--- config.mk ---
export PLATFORM = sky130hd
export DESIGN_NAME = cache_bus_controller_flat
export DESIGN_NICKNAME = d
export VERILOG_FILES = /design/src/rtl/cache_bus_controller_pkg.sv /design/src/rtl/cache_bus_controller_if.sv /design/src/rtl/cache_bus_controller_rr_arbiter2.sv /design/src/rtl/cache_bus_controller.sv /design/src/flat_wrapper.sv
export SDC_FILE = /design/constraint.sdc
export NUM_CORES = 1
export LEC_CHECK = 0
export CORE_MARGIN = 2
export CORE_UTILIZATION = 48
export DETAILED_ROUTE_END_ITERATION = 10
export PLACE_DENSITY = 0.86
export SYNTH_ARGS = -nofsm -noshare
export SYNTH_HDL_FRONTEND = slang
export SYNTH_SLANG_ARGS = --single-unit
--- constraint.sdc ---
create_clock -name clock -period 4.3 [get_ports clock]
set_input_delay 0.645 -clock clock [delete_from_list [all_inputs] [get_ports clock]]
set_output_delay 0.645 -clock clock [all_outputs]
set_load 0.01 [all_outputs]
--- src/rtl/cache_bus_controller_pkg.sv ---
// cache_bus_controller_pkg
// Shared types and constants for the two-cache shared-memory bus controller.
// Holds the request field layout, the read/write encodings, the controller
// state encoding and the reset constants used by the controller and its
// bus interface.
package cache_bus_controller_pkg;

    // Request word layout: {rw[24], data[23:16], address[15:0]}
    localparam int REQ_W   = 25;
    localparam int DATA_W  = 8;
    localparam int ADDR_W  = 16;
    localparam int BLOCK_W = 16;

    localparam logic RW_READ  = 1'b0;
    localparam logic RW_WRITE = 1'b1;

    // Invalidate outputs idle at all-ones so a reset value is never mistaken
    // for a real line address near zero.
    localparam logic [ADDR_W-1:0] INV_RESET = 16'hFFFF;

    typedef struct packed {
        logic              rw;
        logic [DATA_W-1:0] data;
        logic [ADDR_W-1:0] addr;
    } mem_req_t;

    localparam mem_req_t REQ_NONE = '{rw: RW_READ, data: '0, addr: '0};

    typedef enum logic [2:0] {
        ST_IDLE    = 3'd0,
        ST_ISSUE   = 3'd1,
        ST_WAIT    = 3'd2,
        ST_RESPOND = 3'd3,
        ST_RELEASE = 3'd4
    } state_t;

    function automatic logic isWrite(input mem_req_t r);
        return r.rw == RW_WRITE;
    endfunction

endpackage

--- src/rtl/cache_bus_controller_if.sv ---
// cache_bus_controller_if
// Bundles every cache-side and memory-side signal of the bus controller.
//   slave  : controller view (takes cache requests and memory responses,
//            drives responses, invalidates, memory requests, timeout flag)
//   master : environment view (caches plus shared memory)
// Signals:
//   req0/req1, req0_ready/req1_ready   cache requests and their valid flags
//   resp0/resp1, resp0_ready/resp1_ready block data back to each cache
//   inv0_address/inv1_address          invalidate address into each cache
//   mem_request, mem_request_ready     request to shared memory
//   mem_response, mem_response_ready   memory block data
//   timeout_error                      one-cycle abort pulse
interface cache_bus_controller_if;
    import cache_bus_controller_pkg::*;

    logic [REQ_W-1:0]   req0;
    logic [REQ_W-1:0]   req1;
    logic               req0_ready;
    logic               req1_ready;
    logic [BLOCK_W-1:0] resp0;
    logic [BLOCK_W-1:0] resp1;
    logic               resp0_ready;
    logic               resp1_ready;
    logic [ADDR_W-1:0]  inv0_address;
    logic [ADDR_W-1:0]  inv1_address;
    logic [REQ_W-1:0]   mem_request;
    logic               mem_request_ready;
    logic [BLOCK_W-1:0] mem_response;
    logic               mem_response_ready;
    logic               timeout_error;

    modport slave (
        input  req0, req1, req0_ready, req1_ready,
        input  mem_response, mem_response_ready,
        output resp0, resp1, resp0_ready, resp1_ready,
        output inv0_address, inv1_address,
        output mem_request, mem_request_ready,
        output timeout_error
    );

    modport master (
        output req0, req1, req0_ready, req1_ready,
        output mem_response, mem_response_ready,
        input  resp0, resp1, resp0_ready, resp1_ready,
        input  inv0_address, inv1_address,
        input  mem_request, mem_request_ready,
        input  timeout_error
    );

endinterface

--- src/rtl/cache_bus_controller_rr_arbiter2.sv ---
// rr_arbiter2
// Two-way round-robin pick, purely combinational.
// Ports:
//   req[1:0]     pending requests (bit N = cache N)
//   last         index granted most recently
//   grant_valid  at least one request pending
//   grant_idx    winning cache index
module rr_arbiter2 (
    input  logic [1:0] req,
    input  logic       last,
    output logic       grant_valid,
    output logic       grant_idx
);

    // A lone requester always wins; on a tie the cache not granted last wins.
    always_comb begin
        grant_valid = |req;
        grant_idx   = 1'b0;
        unique case (req)
            2'b01:   grant_idx = 1'b0;
            2'b10:   grant_idx = 1'b1;
            2'b11:   grant_idx = ~last;
            default: grant_idx = 1'b0;
        endcase
    end

endmodule

--- src/rtl/cache_bus_controller.sv ---
// cache_bus_controller
// Serialises requests from two caches onto one shared memory port.
// Each transaction runs IDLE -> ISSUE -> WAIT -> RESPOND -> RELEASE, or
// IDLE -> ISSUE -> WAIT -> RELEASE when memory fails to answer within
// TIMEOUT_CYCLES cycles of WAIT. Writes publish their address on the other
// cache's invalidate output.
// Ports:
//   clock  system clock, rising edge
//   reset  synchronous, active-low
//   bus    cache_bus_controller_if.slave (all cache and memory signals)
// Parameter:
//   TIMEOUT_CYCLES  WAIT cycles allowed before abort (1..255)
module cache_bus_controller
    import cache_bus_controller_pkg::*;
#(
    parameter int unsigned TIMEOUT_CYCLES = 255
) (
    input logic                   clock,
    input logic                   reset,
    cache_bus_controller_if.slave bus
);

    localparam logic [7:0] TIMEOUT_LIMIT = 8'(TIMEOUT_CYCLES);

    state_t             state_q, state_d;
    logic               lastGrant_q, lastGrant_d;
    logic               grantIdx_q, grantIdx_d;
    mem_req_t           request_q, request_d;
    logic [7:0]         waitCount_q, waitCount_d;
    logic [BLOCK_W-1:0] resp0_q, resp0_d;
    logic [BLOCK_W-1:0] resp1_q, resp1_d;
    logic [ADDR_W-1:0]  inv0_q, inv0_d;
    logic [ADDR_W-1:0]  inv1_q, inv1_d;
    logic               timeoutErr_q, timeoutErr_d;

    logic               arbValid;
    logic               arbIdx;
    mem_req_t           winnerReq;
    logic               memActive;

    rr_arbiter2 u_arbiter (
        .req         ({bus.req1_ready, bus.req0_ready}),
        .last        (lastGrant_q),
        .grant_valid (arbValid),
        .grant_idx   (arbIdx)
    );

    assign winnerReq = arbIdx ? mem_req_t'(bus.req1) : mem_req_t'(bus.req0);

    always_ff @(posedge clock) begin
        if (!reset) begin
            state_q      <= ST_IDLE;
            lastGrant_q  <= 1'b1;
            grantIdx_q   <= 1'b0;
            request_q    <= REQ_NONE;
            waitCount_q  <= '0;
            resp0_q      <= '0;
            resp1_q      <= '0;
            inv0_q       <= INV_RESET;
            inv1_q       <= INV_RESET;
            timeoutErr_q <= 1'b0;
        end else begin
            state_q      <= state_d;
            lastGrant_q  <= lastGrant_d;
            grantIdx_q   <= grantIdx_d;
            request_q    <= request_d;
            waitCount_q  <= waitCount_d;
            resp0_q      <= resp0_d;
            resp1_q      <= resp1_d;
            inv0_q       <= inv0_d;
            inv1_q       <= inv1_d;
            timeoutErr_q <= timeoutErr_d;
        end
    end

    always_comb begin
        state_d      = state_q;
        lastGrant_d  = lastGrant_q;
        grantIdx_d   = grantIdx_q;
        request_d    = request_q;
        waitCount_d  = waitCount_q;
        resp0_d      = resp0_q;
        resp1_d      = resp1_q;
        inv0_d       = inv0_q;
        inv1_d       = inv1_q;
        timeoutErr_d = 1'b0;

        unique case (state_q)
            ST_IDLE: begin
                if (arbValid) begin
                    grantIdx_d = arbIdx;
                    request_d  = winnerReq;
                    // The invalidate register is loaded on the edge into
                    // ISSUE so the other cache sees it during ISSUE itself.
                    if (isWrite(winnerReq)) begin
                        if (arbIdx) begin
                            inv0_d = winnerReq.addr;
                        end else begin
                            inv1_d = winnerReq.addr;
                        end
                    end
                    state_d = ST_ISSUE;
                end
            end

            ST_ISSUE: begin
                waitCount_d = '0;
                state_d     = ST_WAIT;
            end

            ST_WAIT: begin
                // A response arriving in the last allowed cycle still wins
                // over the timeout.
                if (bus.mem_response_ready) begin
                    if (grantIdx_q) begin
                        resp1_d = bus.mem_response;
                    end else begin
                        resp0_d = bus.mem_response;
                    end
                    state_d = ST_RESPOND;
                end else if (waitCount_q + 8'd1 == TIMEOUT_LIMIT) begin
                    timeoutErr_d = 1'b1;
                    state_d      = ST_RELEASE;
                end else begin
                    waitCount_d = waitCount_q + 8'd1;
                end
            end

            ST_RESPOND: begin
                lastGrant_d = grantIdx_q;
                state_d     = ST_RELEASE;
            end

            ST_RELEASE: begin
                state_d = ST_IDLE;
            end

            default: begin
                state_d = ST_IDLE;
            end
        endcase
    end

    assign memActive              = (state_q == ST_ISSUE) || (state_q == ST_WAIT);
    assign bus.mem_request_ready  = memActive;
    assign bus.mem_request        = memActive ? request_q : REQ_NONE;
    assign bus.resp0              = resp0_q;
    assign bus.resp1              = resp1_q;
    assign bus.resp0_ready        = (state_q == ST_RESPOND) && !grantIdx_q;
    assign bus.resp1_ready        = (state_q == ST_RESPOND) && grantIdx_q;
    assign bus.inv0_address       = inv0_q;
    assign bus.inv1_address       = inv1_q;
    assign bus.timeout_error      = timeoutErr_q;

endmodule

--- src/flat_wrapper.sv ---
// flat-port wrapper written by rule: the top's interface ports become plain ports
module cache_bus_controller_flat import cache_bus_controller_pkg::*;
#(
    parameter int unsigned TIMEOUT_CYCLES = 255
)
  (clock, reset, bus_req0, bus_req1, bus_req0_ready, bus_req1_ready, bus_mem_response, bus_mem_response_ready, bus_resp0, bus_resp1, bus_resp0_ready, bus_resp1_ready, bus_inv0_address, bus_inv1_address, bus_mem_request, bus_mem_request_ready, bus_timeout_error);
  cache_bus_controller_if bus_i ();
  input logic clock;
  input logic reset;
  input wire logic [$bits(bus_i.req0)-1:0] bus_req0;
  input wire logic [$bits(bus_i.req1)-1:0] bus_req1;
  input wire logic [$bits(bus_i.req0_ready)-1:0] bus_req0_ready;
  input wire logic [$bits(bus_i.req1_ready)-1:0] bus_req1_ready;
  input wire logic [$bits(bus_i.mem_response)-1:0] bus_mem_response;
  input wire logic [$bits(bus_i.mem_response_ready)-1:0] bus_mem_response_ready;
  output wire logic [$bits(bus_i.resp0)-1:0] bus_resp0;
  output wire logic [$bits(bus_i.resp1)-1:0] bus_resp1;
  output wire logic [$bits(bus_i.resp0_ready)-1:0] bus_resp0_ready;
  output wire logic [$bits(bus_i.resp1_ready)-1:0] bus_resp1_ready;
  output wire logic [$bits(bus_i.inv0_address)-1:0] bus_inv0_address;
  output wire logic [$bits(bus_i.inv1_address)-1:0] bus_inv1_address;
  output wire logic [$bits(bus_i.mem_request)-1:0] bus_mem_request;
  output wire logic [$bits(bus_i.mem_request_ready)-1:0] bus_mem_request_ready;
  output wire logic [$bits(bus_i.timeout_error)-1:0] bus_timeout_error;
  assign bus_i.req0 = bus_req0;
  assign bus_i.req1 = bus_req1;
  assign bus_i.req0_ready = bus_req0_ready;
  assign bus_i.req1_ready = bus_req1_ready;
  assign bus_i.mem_response = bus_mem_response;
  assign bus_i.mem_response_ready = bus_mem_response_ready;
  assign bus_resp0 = bus_i.resp0;
  assign bus_resp1 = bus_i.resp1;
  assign bus_resp0_ready = bus_i.resp0_ready;
  assign bus_resp1_ready = bus_i.resp1_ready;
  assign bus_inv0_address = bus_i.inv0_address;
  assign bus_inv1_address = bus_i.inv1_address;
  assign bus_mem_request = bus_i.mem_request;
  assign bus_mem_request_ready = bus_i.mem_request_ready;
  assign bus_timeout_error = bus_i.timeout_error;
  cache_bus_controller #(.TIMEOUT_CYCLES(TIMEOUT_CYCLES)) u_core (.clock(clock), .reset(reset), .bus(bus_i));
endmodule
# --- Word-level counts from Yosys, hierarchy flattened ---
# Cells that the tools add are included.
totals:
  register_bits: 103
  word_cells: 54
  output_inout_bits: 93
  input_bits: 71
op_classes:
  bitwise: 5
  n_reduce_logical: 15
  eq_ne: 10
  n_mux: 11
  add_sub_neg: 1
op_table:
  columns: ["op", "count"]
  rows:
  - ["$mux 25", 2]
  - ["$mux 8", 2]
  - ["$pmux 8 s2", 1]
  - ["$pmux 3 s4", 1]
  - ["$mux 3", 3]
  - ["$reduce_and 3->1", 3]
  - ["$add 8x1->8 const B", 1]
  - ["$eq 8x8->1 const B", 1]
  - ["$reduce_and 4->1", 2]
  - ["$eq 3x2->1 const B", 2]
  - ["$not 1->1", 5]
  - ["$eq 2x2->1 const B", 2]
  - ["$ne 2x2->1 const B", 2]
  - ["$reduce_and 2->1", 2]
  - ["$eq 3x1->1 const B", 1]
  - ["$logic_not 3->1", 1]
  - ["$ne 3x2->1 const B", 1]
  - ["$reduce_or 3->1", 1]
  - ["$logic_and 1x1->1", 2]
  - ["$ne 2x1->1 const B", 1]
  - ["$pmux 1 s2", 1]
  - ["$reduce_bool 2->1", 1]
  - ["$reduce_or 2->1", 1]
  - ["$logic_not 1->1", 1]
  - ["other kinds (2)", 2]

# --- Longest topological paths before layout ---
depth:
  depth_word: 5
  mapped_depth: 8
  mapped_depth_nobuf: 7

# --- Modules after synthesis ---
# From an unflattened synthesis, not the netlist that was laid out.
unflattened:
  hier_cells: 516
  hier_area_um2: 4275.4
by_module_without_submodules:
  columns: ["module", "n_inst", "area_each_um2", "cells_each"]
  rows:
  - ["cache_bus_controller", 1, 4261.6, 514]
  - ["rr_arbiter2", 1, 13.8, 2]

# --- Worst setup path after synthesis ---
# No wires, ideal clock.
synth_timing:
  path_type: "register -> output"
  start: "register u_core.state_q[0]"
  end: "output bus_mem_request[15]"
  stages_incl_launch_ff: 5
  arrival_time_ns: 1.346
  n_path_buf: 1
  slack_ns: 2.309
  cell_sequence: "dfxtp_1 nand2b_1 a21oi_1 clkbuf_1 and2_1"
synth_via:
  elab_chain_len: 3
  elab_cells_between_ends: 4
  cone_classes: "eq/ne (2); mux (1); reduce/logical (1)"
synth_lines:
  columns: ["element", "line_no", "rtl"]
  rows:
  - ["start, declared", "cache_bus_controller.sv:25", "state_t state_q, state_d;"]
  - ["start signal, assigned", "cache_bus_controller.sv:63", "state_q <= state_d;"]
  - ["$eq 3x1->1 or $eq 3x2->1 (tied branches)", "cache_bus_controller.sv:144", "assign memActive = (state_q == ST_ISSUE) || (state_q == ST_WAIT);"]
  - ["$logic_or 1x1->1 (*)", "cache_bus_controller.sv:144", null]
  - ["named net bus_mem_request_ready", "flat_wrapper.sv:23", "output wire logic [$bits(bus_i.mem_request_ready)-1:0] bus_mem_request_ready;"]
  - ["$mux 25 (*)", "cache_bus_controller.sv:146", "assign bus.mem_request = memActive ? request_q : REQ_NONE;"]
  - ["end, declared", "flat_wrapper.sv:22", "output wire logic [$bits(bus_i.mem_request)-1:0] bus_mem_request;"]
# Mark *: on every way through the listed nets, which the timed path passes. The rest lies on a longest branch.

# --- Final worst setup path ---
layout_timing:
  start: "register u_core.state_q[0]"
  end: "output bus_mem_request[12]"
layout_via:
  elab_chain_len: 3
  elab_cells_between_ends: 4
  cone_classes: "eq/ne (2); mux (1); reduce/logical (1)"
layout_lines:
  columns: ["element", "line_no"]
  rows:
  - ["$eq 3x1->1 or $eq 3x2->1 (tied branches)", "cache_bus_controller.sv:144"]
  - ["$logic_or 1x1->1 (*)", "cache_bus_controller.sv:144"]
  - ["$mux 25 (*)", "cache_bus_controller.sv:146"]
# Mark *: on every way between the ends. The rest lies on a longest branch, timed or not.

==> metrics.yaml <==
status:
  outcome: "finished, final reports clean"
critical_path:
  cp.arrival_ns: 2.21
  worstPathCellList: "nand2b_1 > a21oi_1 > buf_4 > and2_1 > clkdlybuf4s50_1"
  slowest_stage: "clkdlybuf4s50_1"
  end_kind: "primary output"
  start_kind: "register"
  path_class: "reg2out"
  cpPeakStageDelay_ns: 0.55
  startpoint: "u_core.state_q[0]$_SDFFE_PN0P_"
  worstPathRequired_ns: 3.65
  r2r_start: "u_core.state_q[0]$_SDFFE_PN0P_"
  cp_max_fo: 26
yosys:
  syn_inst: 518
  ys.flop_type: "dfxtp_1"
  yosysWarnings: 0
  synth-seq-area-share: 0.464
  synthesis.nets: 591
  syn-cell-area_um2: 4440
  synth.distinct_cells: 49
  synthArstFlopShare: 0
  yosys.area.top_type: "dfxtp_1"
  synth_area_per_cell_um2: 8.57
  synth_area_leaders: "dfxtp_1 (46%), nand2_1 (13%), o211a_1 (5.6%)"
  synth_edf_count: 0
  synth_top_cell_area_share: 0.464
  ys_ff_latch: 103
cts:
  post_cts_buffers: 0
  clkTransAtPathRegs_ns: 0.10
  cts_resized: 0
  hold_buffers: 0
  cts_root_buf: "clkbuf_8"
  cts_made_buffers: 9
  worstSkewPairLatency_ns: 0.35
  cts.sinks: 103
  cts_tree: "built"
  htreeDepth: 3
  clk_path_buf_depth: 2
die:
  die-area_um2: 10000
  die_w_um: 100
  die_h_um: 100
  initial_core_util: 0.487
  ios: 164
  rows: 35
  core_area_um2: 9110
final_layout:
  area_growth_pct: 41.1
  fillers: 736
  multi_input_comb_area_um2: 2210
  postLayoutCellArea_um2: 6260
  insertedDiodeCount: 0
  regArea_um2: 2060
  fin_nets: 736
  drive_gt1_frac: 0.0464
  layout_commonest_cell: "clkdlybuf4s50_1"
  layout_common_cells: "clkdlybuf4s50_1 (162), nand2_1 (159), dfxtp_1 (103)"
  finalNonFillerCells: 779
timing:
  finalClockSkew_ns: 0.0115
  fin_crit_sh: 0.663
  fmax_ghz: 0.351
  rsz0062_at_grt: "false"
  fin_setup_tns_ns: 0
  worst_slack_ns: 1.45
  hold_violations: 0
  finalSetupViolations: 0
  timing.max_slew.rel_slack: 0.326
  hold_slack_ns: 0.459
  tightest_slew_ns: 1.01
  slew_violations: 0
  finalCriticalPeriod_ns: 2.85
global_route:
  grt_pass1_vias: 4138
  grt_overflow_total: 0
  grt_max_degree: 69
  grt_pass1_wl_um: 19600
  grt_util_all_layers: 0.241
  antenna_found_initial: 0
drt:
  avgViaCountPerCell: 5.33
  ant_nets: 0
  wirelength_um: 12200
  wl_per_cell_um: 15.7
  vias: 4149
  drtIter0Drc: 182
  first_pass_iters: 5
  drc: 0
power:
  power_density_nw_per_um2: 340
  peakVddDrop_mv: 0.236
  p_leak_nw: 2.62
placed_design:
  dp_cells: 763
  placed_area_um2: 6090
  hpwlAfterDp_um: 8960
  post-place-ws_ns: 1.35
  portBuffers: 163
  gp_routability_congestion: 0.912
flow_run:
  cap_violations: 0
worst_hold_path:
  hold_start: "u_core.bus.resp1[12]$_SDFFE_PN0P_"
  min_path_type: "reg2reg"
[report_power, final]
part | switching, mW | total [mW] | internal (mW)
clock network | 0.337 | 0.558 | 0.221
registers | 0.0473 | 1.08 | 1.03
logic | 0.240 | 0.497 | 0.257
[metal layers]
metal,share of wire,vias to the layer above,track usage
met5,0,-,0
met4,0.017,0,0.0822
met3,0.078,16,0.0648
met2,0.49,159,0.415
met1,0.42,1928,0.290
li1,-,2046,-
[final timing paths]
check        cells past startpoint  slack, ns                                 endpoint
max                              5       1.45                      bus_mem_request[12]
min                              2       0.46        u_core.bus.resp1[12]$_SDFFE_PN0P_
min reg2reg                      2       0.46        u_core.bus.resp1[12]$_SDFFE_PN0P_
max reg2reg                      6       1.80  u_core.bus.inv1_address[4]$_SDFFE_PN1P_
[critical path, delay by kind of cell (launching register included)]
kind / cells / cell delay [ns]
simple gates: 2 / 0.35
compound gates: 1 / 0.15
flops: 1 / 0.53
buf+inv: 2 / 0.82
[through the flow]
step / utilization / power (mW)
floorplan: - / 1.34
global placement: 0.668 / 1.58
detailed placement: 0.668 / 1.59
CTS: 0.688 / 2.14
global route: 0.688 / 2.24
finish: 0.688 / 2.13
[synthesized netlist by cell type (7+ instances only)]
cell type / instances
buf_2: 13
nand2_1: 159
dfxtp_1: 103
mux2i_1: 24
and2_1: 26
nand3_1: 39
nor2_1: 9
clkbuf_1: 15
a21boi_1: 12
a21boi_0: 24
o211a_1: 25
a21oi_1: 7
[cell type report]
type / instances / share of cell area
multi-input combinational: 378 / 0.353
sequential: 103 / 0.329
timing repair buffer: 167 / 0.264
tap: 111 / 0.0222
clock buffer: 10 / 0.0204
clock inverter: 6 / 0.00819
inverter: 4 / 0.00240
[state kept, by name (all words and copies together), names as in the netlist]
| signal | count |
|---|---|
| u_core.state_q | 3 |
| u_core.grantIdx_q | 1 |
| u_core.bus.resp0 | 16 |
| u_core.lastGrant_q | 1 |
| u_core.bus.timeout_error | 1 |
| u_core.request_q | 25 |
| u_core.bus.inv1_address | 16 |
| u_core.bus.resp1 | 16 |
| u_core.bus.inv0_address | 16 |
| u_core.waitCount_q | 8 |
[cells by family (layout without fill, tap and decap cells)]
| family | Yosys count | after routing | synth area share |
|---|---|---|---|
| adder cells (fa/ha/maj) | 2 | 2 | 0.00564 |
| multiplexers | 24 | 24 | 0.0541 |
| buffers and inverters | 37 | 187 | 0.0395 |
| AND/OR/NAND/NOR | 264 | 264 | 0.278 |
| XOR/XNOR | 1 | 1 | 0.00197 |
| AO/OA/AOI/OAI | 87 | 87 | 0.156 |
| flip-flops | 103 | 103 | 0.464 |
No activity file was read; power rests on OpenSTA's default activity.
